[config.mk]
export PLATFORM = sky130hd
export DESIGN_NAME = mp_ctrl_fsm
export DESIGN_NICKNAME = d
export VERILOG_FILES = /design/src/rtl/mp_ctrl_fsm_pkg.sv /design/src/rtl/mp_ctrl_fsm_wait_timer.sv /design/src/rtl/mp_ctrl_fsm.sv
export SDC_FILE = /design/constraint.sdc
export NUM_CORES = 1
export LEC_CHECK = 0
export CAP_MARGIN = 20
export CELL_PAD_IN_SITES_DETAIL_PLACEMENT = 1
export CELL_PAD_IN_SITES_GLOBAL_PLACEMENT = 1
export CORE_MARGIN = 4
export CORE_UTILIZATION = 35
export DETAILED_ROUTE_END_ITERATION = 7
export PLACE_DENSITY = 0.85
export SLEW_MARGIN = 20
export SYNTH_ARGS = -nofsm -noshare
export SYNTH_HDL_FRONTEND = slang
export SYNTH_SLANG_ARGS = --single-unit
[constraint.sdc]
create_clock -name _clk -period 2.1 [get_ports _clk]
set_input_delay 0.42 -clock _clk [delete_from_list [all_inputs] [get_ports _clk]]
set_output_delay 0.42 -clock _clk [all_outputs]
set_load 0.05 [all_outputs]
[src/rtl/mp_ctrl_fsm_pkg.sv]
// Shared opcode, state and strobe definitions for the 8-bit microprocessor
// multi-cycle control unit.
package mp_ctrl_fsm_pkg;

   localparam logic [1:0] OP_ADD   = 2'b00;
   localparam logic [1:0] OP_LOAD  = 2'b01;
   localparam logic [1:0] OP_STORE = 2'b10;
   localparam logic [1:0] OP_JUMP  = 2'b11;

   localparam int unsigned WAIT_W = 4;

   typedef enum logic [3:0] {
      S_IDLE   = 4'd0,
      S_FETCH  = 4'd1,
      S_DECODE = 4'd2,
      S_EXEC_R = 4'd3,
      S_WB_R   = 4'd4,
      S_ADDR   = 4'd5,
      S_MEM    = 4'd6,
      S_WB_M   = 4'd7,
      S_JUMP   = 4'd8,
      S_HALT   = 4'd9
   } state_e;

   typedef struct packed {
      logic ir_we;
      logic pc_we;
      logic pc_src;
      logic alu_src;
      logic reg_we;
      logic reg_dst;
      logic mem_to_reg;
      logic mem_re;
      logic mem_we;
   } strobe_t;

endpackage

[src/rtl/mp_ctrl_fsm_wait_timer.sv]
// Memory-wait timer: counts MEM cycles with mem_ready low and flags the
// cycle in which the TIMEOUT-th such cycle occurs.
module mp_ctrl_fsm_wait_timer
   import mp_ctrl_fsm_pkg::*;
#(
   parameter int unsigned TIMEOUT = 15
) (
   input  logic clk_i,
   input  logic reset_i,
   input  logic clear_i,
   input  logic count_i,
   output logic expired_o
);

   logic [WAIT_W-1:0] cnt_q, cnt_d;

   always_comb begin
      cnt_d = cnt_q;
      if (clear_i) begin
         cnt_d = '0;
      end else if (count_i) begin
         cnt_d = cnt_q + 1'b1;
      end
   end

   always_ff @(posedge clk_i) begin
      if (reset_i) begin
         cnt_q <= '0;
      end else begin
         cnt_q <= cnt_d;
      end
   end

   // Flag fires while the count is about to reach TIMEOUT.
   assign expired_o = count_i && (cnt_q == WAIT_W'(TIMEOUT - 1));

endmodule

[src/rtl/mp_ctrl_fsm.sv]
// Multi-cycle control FSM: fetch/decode/execute/memory/write-back sequencing,
// datapath strobes, memory-timeout halt and retired-instruction counter.
module mp_ctrl_fsm #(
   parameter int unsigned TIMEOUT = 15,
   parameter int unsigned CNT_W   = 8
) (
   input  logic             _clk,
   input  logic             reset,
   input  logic             run_en,
   input  logic [1:0]       opcode,
   input  logic             mem_ready,
   output logic             ir_we,
   output logic             pc_we,
   output logic             pc_src,
   output logic             alu_src,
   output logic             reg_we,
   output logic             reg_dst,
   output logic             mem_to_reg,
   output logic             mem_re,
   output logic             mem_we,
   output logic             instr_done,
   output logic [CNT_W-1:0] retire_cnt,
   output logic             halted,
   output logic [3:0]       state
);

   import mp_ctrl_fsm_pkg::*;

   state_e           state_q, state_d;
   logic [1:0]       op_q, op_d;
   logic [CNT_W-1:0] retire_q, retire_d;
   logic             done;
   logic             tmr_clr;
   logic             tmr_cnt;
   logic             tmr_exp;
   strobe_t          stb;

   mp_ctrl_fsm_wait_timer #(
      .TIMEOUT (TIMEOUT)
   ) u_timer (
      .clk_i     (_clk),
      .reset_i   (reset),
      .clear_i   (tmr_clr),
      .count_i   (tmr_cnt),
      .expired_o (tmr_exp)
   );

   always_comb begin
      state_d = state_q;
      op_d    = op_q;
      done    = 1'b0;
      tmr_clr = 1'b0;
      tmr_cnt = 1'b0;
      unique case (state_q)
         S_IDLE: begin
            if (run_en) state_d = S_FETCH;
         end
         S_FETCH:  state_d = S_DECODE;
         S_DECODE: begin
            op_d = opcode;
            case (opcode)
               OP_ADD:            state_d = S_EXEC_R;
               OP_LOAD, OP_STORE: state_d = S_ADDR;
               default:           state_d = S_JUMP;
            endcase
         end
         S_EXEC_R: state_d = S_WB_R;
         S_ADDR: begin
            tmr_clr = 1'b1;
            state_d = S_MEM;
         end
         S_MEM: begin
            // A ready response beats a simultaneous timeout.
            if (mem_ready) begin
               if (op_q == OP_LOAD) state_d = S_WB_M;
               else                 done    = 1'b1;
            end else begin
               tmr_cnt = 1'b1;
               if (tmr_exp) state_d = S_HALT;
            end
         end
         S_WB_R, S_WB_M, S_JUMP: done = 1'b1;
         S_HALT: state_d = S_HALT;
         default: state_d = S_IDLE;
      endcase
      if (done) state_d = run_en ? S_FETCH : S_IDLE;
   end

   always_comb begin
      retire_d = retire_q;
      if (done) retire_d = retire_q + 1'b1;
   end

   always_comb begin
      stb = '0;
      unique case (state_q)
         S_FETCH: begin
            stb.ir_we = 1'b1;
            stb.pc_we = 1'b1;
         end
         S_WB_R: begin
            stb.reg_we  = 1'b1;
            stb.reg_dst = 1'b1;
         end
         S_ADDR: stb.alu_src = 1'b1;
         S_MEM: begin
            stb.alu_src = 1'b1;
            stb.mem_re  = (op_q == OP_LOAD);
            stb.mem_we  = (op_q == OP_STORE);
         end
         S_WB_M: begin
            stb.reg_we     = 1'b1;
            stb.mem_to_reg = 1'b1;
         end
         S_JUMP: begin
            stb.pc_we  = 1'b1;
            stb.pc_src = 1'b1;
         end
         default: stb = '0;
      endcase
   end

   always_ff @(posedge _clk) begin
      if (reset) begin
         state_q  <= S_IDLE;
         op_q     <= OP_ADD;
         retire_q <= '0;
      end else begin
         state_q  <= state_d;
         op_q     <= op_d;
         retire_q <= retire_d;
      end
   end

   assign ir_we      = stb.ir_we;
   assign pc_we      = stb.pc_we;
   assign pc_src     = stb.pc_src;
   assign alu_src    = stb.alu_src;
   assign reg_we     = stb.reg_we;
   assign reg_dst    = stb.reg_dst;
   assign mem_to_reg = stb.mem_to_reg;
   assign mem_re     = stb.mem_re;
   assign mem_we     = stb.mem_we;
   assign instr_done = done;
   assign retire_cnt = retire_q;
   assign halted     = (state_q == S_HALT);
   assign state      = state_q;

endmodule

# Yosys cells after proc, flatten, opt, wreduce, memory -nomap -nowiden
# Cells that the tools add are included.
[classes]
addsub = 2
eq_ne = 18
muxes = 22
n_reduce_logical = 10
[op_table]
columns = ["cell", "count"]
rows = [
  ["4-bit one-hot mux with 8 select lines", 1],
  ["4-bit 2-to-1 mux", 5],
  ["4-bit by 3-bit equality test with 1-bit output (second input constant)", 4],
  ["1-bit 2-to-1 mux", 13],
  ["4-bit equality test (second input constant)", 3],
  ["2-bit OR reduction", 5],
  ["8-bit by 1-bit adder with 8-bit output (second input constant)", 1],
  ["4-bit by 2-bit equality test with 1-bit output (second input constant)", 2],
  ["4-bit != test (second input constant)", 2],
  ["4-bit one-hot mux with 2 select lines", 1],
  ["4-bit by 1-bit adder with 4-bit output (second input constant)", 1],
  ["2-bit by 1-bit equality test with 1-bit output (second input constant)", 2],
  ["2-bit equality test (second input constant)", 2],
  ["4-bit by 1-bit equality test with 1-bit output (second input constant)", 1],
  ["4-bit logical NOT", 1],
  ["4-bit AND reduction", 1],
  ["3-bit != test (second input constant)", 1],
  ["3-bit OR reduction", 1],
  ["2-bit logical NOT", 1],
  ["2-bit 2-to-1 mux", 1],
  ["2-bit != test (second input constant)", 1],
  ["1-bit one-hot mux with 2 select lines", 1],
  ["1-bit logical AND", 1],
]
[word_totals]
reg_bits = 18
in_bits = 6
out_inout_bits = 23
elab_cells = 56

# Depth between registers and ports, before layout
[logic_depth]
depth_word = 7
ltp_mapped = 7
mapped_depth_nobuf = 7

# Cells and area by module
# Synthesis repeated with hierarchy kept, for this count alone.
[hier_totals]
cells_unflattened = 132
hier_area_um2 = 1036.0
[by_module_without_submodules]
columns = ["mod", "instances", "cells_each", "area_each_um2", "seq_area_each_um2"]
rows = [
  ["mp_ctrl_fsm", 1, 113, 835.8, 280.3],
  ["mp_ctrl_fsm_wait_timer", 1, 19, 200.2, 80.1],
]

# Least setup slack after synthesis
# OpenSTA, ideal clock, no wires.
[synth_timing]
path_kind = "register -> output"
startpoint = "register state_q[2] (netlist: state[2])"
endpoint = "output mem_we"
arrival_ps = 2158
required_time_ps = 1680
path_slack_ps = -478
stages_incl_launch_ff = 3
n_path_buf = 0
path_cell_list = "dfxtp_1 nand4bb_1 nor3b_1"
[synth_via]
elab_chain_cells = 2
[synth_rtl]
columns = ["item", "line_no", "rtl"]
rows = [
  ["from (decl)", "mp_ctrl_fsm.sv:29", "state_e state_q, state_d;"],
  ["from (signal assigned)", "mp_ctrl_fsm.sv:129", "state_q <= state_d;"],
  ["4-bit by 3-bit equality test with 1-bit output", "mp_ctrl_fsm.sv:96", "unique case (state_q)"],
  ["2-bit 2-to-1 mux", "mp_ctrl_fsm.sv:96", ""],
  ["to (decl)", "mp_ctrl_fsm.sv:20", "output logic mem_we,"],
]
# Every way passes these cells.

# Final worst setup path
[layout_timing]
startpoint = "register state_q[0] (netlist: state[0])"
endpoint = "output reg_we"
[layout_via]
elab_chain_cells = 3
elab_cells_between_ends = 4
classes_between = "eq/ne (2); mux (1); reduce/logical (1)"
[layout_rtl]
columns = ["item", "line_no", "rtl"]
rows = [
  ["4-bit by 3-bit equality test with 1-bit output", "mp_ctrl_fsm.sv:96", ""],
  ["2-bit OR reduction (no source line) *", "n/a", ""],
  ["1-bit 2-to-1 mux *", "mp_ctrl_fsm.sv:96", ""],
  ["to (decl)", "mp_ctrl_fsm.sv:16", "output logic reg_we,"],
]
# Mark *: on every way between the ends. The rest lies on a longest branch, timed or not.

==> flow_metrics.py <==
metrics = {
    "clocking": {
        "tritoncts": "built",
        "insertion_delay_ps": 290,
        "cts_root_buf": "clkbuf_4",
        "clockBufferDepth": 2,
        "h-tree-depth": 1,
        "cts_buffers": 3,
        "path_clk_slew_ps": 90,
        "cts_sinks": 18,
    },
    "drt": {
        "dr.first_iter.drc_count": 18,
        "drt_wl_total_um": 2870,
        "vias_per_cell": 4.88,
        "ant_nets": 0,
        "dr_total_vias": 990,
        "wire_per_inst_um": 14.1,
        "dr.pass1.iters": 4,
        "drcViolationCount": 0,
    },
    "logic_synthesis": {
        "yosysSeqAreaShare_pct": 32.5,
        "synth_common_cells": "nor2_1 (21), dfxtp_1 (18), a21oi_1 (7), inv_1 (7), nor2b_1 (6)",
        "synth_seq_cells": 18,
        "avgSynthCellArea_um2": 8.94,
        "synthDominantCellAreaShare_pct": 32.5,
        "ys_types": 38,
        "synth_edf_count": 0,
        "synth_most_common_cell": "nor2_1",
        "netlist_area_mm2": 0.00111,
        "yosys.area.top_type": "dfxtp_1",
        "synth-main-ff-cell": "dfxtp_1",
        "syn-num-nets": 135,
        "ys_warn_count": 0,
        "yosys-top-cells-area": "dfxtp_1 (33%), nor2_1 (7.1%), ha_1 (5.6%), nor2b_1 (3.4%), a21oi_1 (3.2%)",
        "synthCells": 124,
        "synth-async-reset-ratio_pct": 0,
    },
    "worst_setup_path": {
        "crit-reg2reg-launch": "state[1]",
        "crit_buf_inv": 2,
        "worstSetupStartpoint": "state[0]",
        "worst_setup_path_start_kind": "flip-flop",
        "path_class": "reg -> out",
        "cp.required_ps": 1680,
        "rr_worst_depth": 5,
        "ff2ff_setup_slack_ps": 260,
        "timing.rr.end": "retire_cnt[5]",
        "cp_max_fo": 7,
        "crit_family": "simple AND/OR/NAND/NOR gates",
        "crit_path_end": "reg_we",
        "cpMaxStageDelayCell": "dfxtp_4",
        "setup.worst_path.end_class": "output port",
        "critPathMaxStageDelay_ps": 380,
        "cp_cell_sequence": "buf_4, nor2b_1, and3_2, or2_4, buf_12",
        "critPathArrivalTime_ps": 1620,
        "cp.depth": 5,
    },
    "place": {
        "post-place-ws_ps": -118,
        "routabilityCongestion": 0.739,
        "dp_hpwl_um": 2320,
        "port_buffers": 28,
    },
    "grt": {
        "grt_pass1_vias": 1083,
        "grt_overflow_total": 0,
        "antenna_found_initial": 0,
        "grt_pass1_wl_um": 4890,
        "grt_usage_pct": 14.8,
        "grt_max_degree": 15,
    },
    "power_and_ir_drop": {
        "power_leakage_nw": 0.686,
        "ir_worst_vdd_mv": 0.319,
        "p_clk_share_pct": 21.7,
        "power_density_mw_per_mm2": 463,
        "power_mw": 0.748,
        "p_sw_share_pct": 30.8,
        "pwr-share-seq_pct": 48.9,
        "switching_power_mw": 0.231,
        "p_int_mw": 0.517,
        "pwr-share-comb_pct": 29.3,
    },
    "sta": {
        "finalHoldViolCount": 0,
        "fmax_mhz": 489,
        "worst_pin_slew_ps": 506,
        "rsz0062_at_grt": "no",
        "timing.slew.headroom_pct": 66.0,
        "setup_violations": 0,
        "post-route-min-period_ps": 2040,
        "fin_skew_ps": 2.23,
        "drv_slew": 0,
        "finalWorstSetupSlack_ps": 55.0,
        "holdWs_ps": 551,
        "setup_tns_ps": 0,
        "fin_crit_sh_pct": 97.4,
    },
    "layout": {
        "drive_above_1_share_pct": 25.2,
        "fin_util_pct": 52.9,
        "diodes": 0,
        "nets": 172,
        "area_growth_pct": 45.7,
    },
    "flow_run": {
        "maxCapViolations": 0,
    },
    "floorplanning": {
        "start_util_pct": 36.3,
        "die_w_um": 64.3,
        "core_area_mm2": 0.00305,
        "dieArea_mm2": 0.00413,
        "num_io_pins": 29,
        "die_h_um": 64.3,
        "fp-row-count": 20,
    },
    "min_path": {
        "min-delay-path-class": "reg -> reg",
    },
    "outcome": {
        "status": "complete, no violations",
    },
}
==> final cells by class <==
cell class / count / area (um^2)
repair buffers: 36 / 430
clock buffers: 3 / 22.5
fillers: 356 / 1440
well taps: 44 / 55.1
multi-input cells: 95 / 712
inverters: 7 / 26.3
flip-flops and latches: 18 / 369
==> registers in the layout, summed over array words and instances, names as in the netlist <==
signal and cells:
retire_cnt 8, op_q 2, u_timer.cnt_q 4, state 4
==> worst register-to-register path, cell delays in order (launching register included) <==
cell	delay [ps]
dfxtp_4	400
and2b_1	250
o32ai_4	340
buf_4	200
nor3b_1	210
mux2_1	330
==> power groups by stage <==
| stage | logic [mW] | clock network, mW | registers [mW] |
|---|---|---|---|
| 5_1_grt | 0.233 | 0.186 | 0.368 |
| 4_1_cts | 0.221 | 0.176 | 0.366 |
| 3_5_place_dp | 0.218 | 0 | 0.374 |
| 2_1_floorplan | 0.121 | 0 | 0.390 |
| 3_3_place_gp | 0.213 | 0 | 0.374 |
| 6_report | 0.219 | 0.163 | 0.366 |
==> cell families after synthesis <==
kind of cell	Yosys count	synth area share, %
mux	8	8.13
simple gates	59	30.5
flops	18	32.5
buf+inv	11	5.08
fa+ha+maj	5	5.64
xor+xnor	4	3.16
compound gates	19	15.0
==> per-stage QoR <==
step / instance area [um^2] / std cells
5_1_grt: 1620 / 203
6_report: 1620 / 203
3_3_place_gp: 1580 / 199
4_1_cts: 1610 / 203
2_1_floorplan: 1130 / 124
3_5_place_dp: 1580 / 199
==> timing repair <==
item / in CTS / in global routing
pin swaps: 1 / 0
resized for setup: 1 / 2
hold buffers: 0 / 0
buffers inserted: 1 / 0
endpoints found under the setup margin: 1 / 2
==> cells in the final DEF (no fill, tap or decap), drive strengths merged, types with 4 or more instances in the layout <==
master         netlist  layout
nor2                21      21
a21oi                7       7
inv                  7       7
clkdlybuf4s50        0      14
nor2b                7       7
nand2                5       5
buf                  2      22
nand2b               4       4
ha                   5       5
dfxtp               18      18
mux2                 5       5
==> layer usage <==
| metal | up-vias | GRT usage, % | wire length [um] |
|---|---|---|---|
| met2 | 31 | 28.2 | 1450 |
| li1 | 495 | - | - |
| met5 | - | 0 | 0 |
| met4 | 0 | 3.96 | 33 |
| met1 | 462 | 16.6 | 1240 |
| met3 | 2 | 2.46 | 142 |
==> worst min path at each step <==
stage | from | endpoint | depth (start not counted)
detailed placement | op_q[1] | op_q[1] | 2
finish | u_timer.cnt_q[1] | u_timer.cnt_q[1] | 2
floorplan | op_q[1] | op_q[1] | 2
CTS | u_timer.cnt_q[1] | u_timer.cnt_q[1] | 2
global route | u_timer.cnt_q[1] | u_timer.cnt_q[1] | 2
global placement | op_q[1] | op_q[1] | 2
No activity file was read; power rests on OpenSTA's default activity.
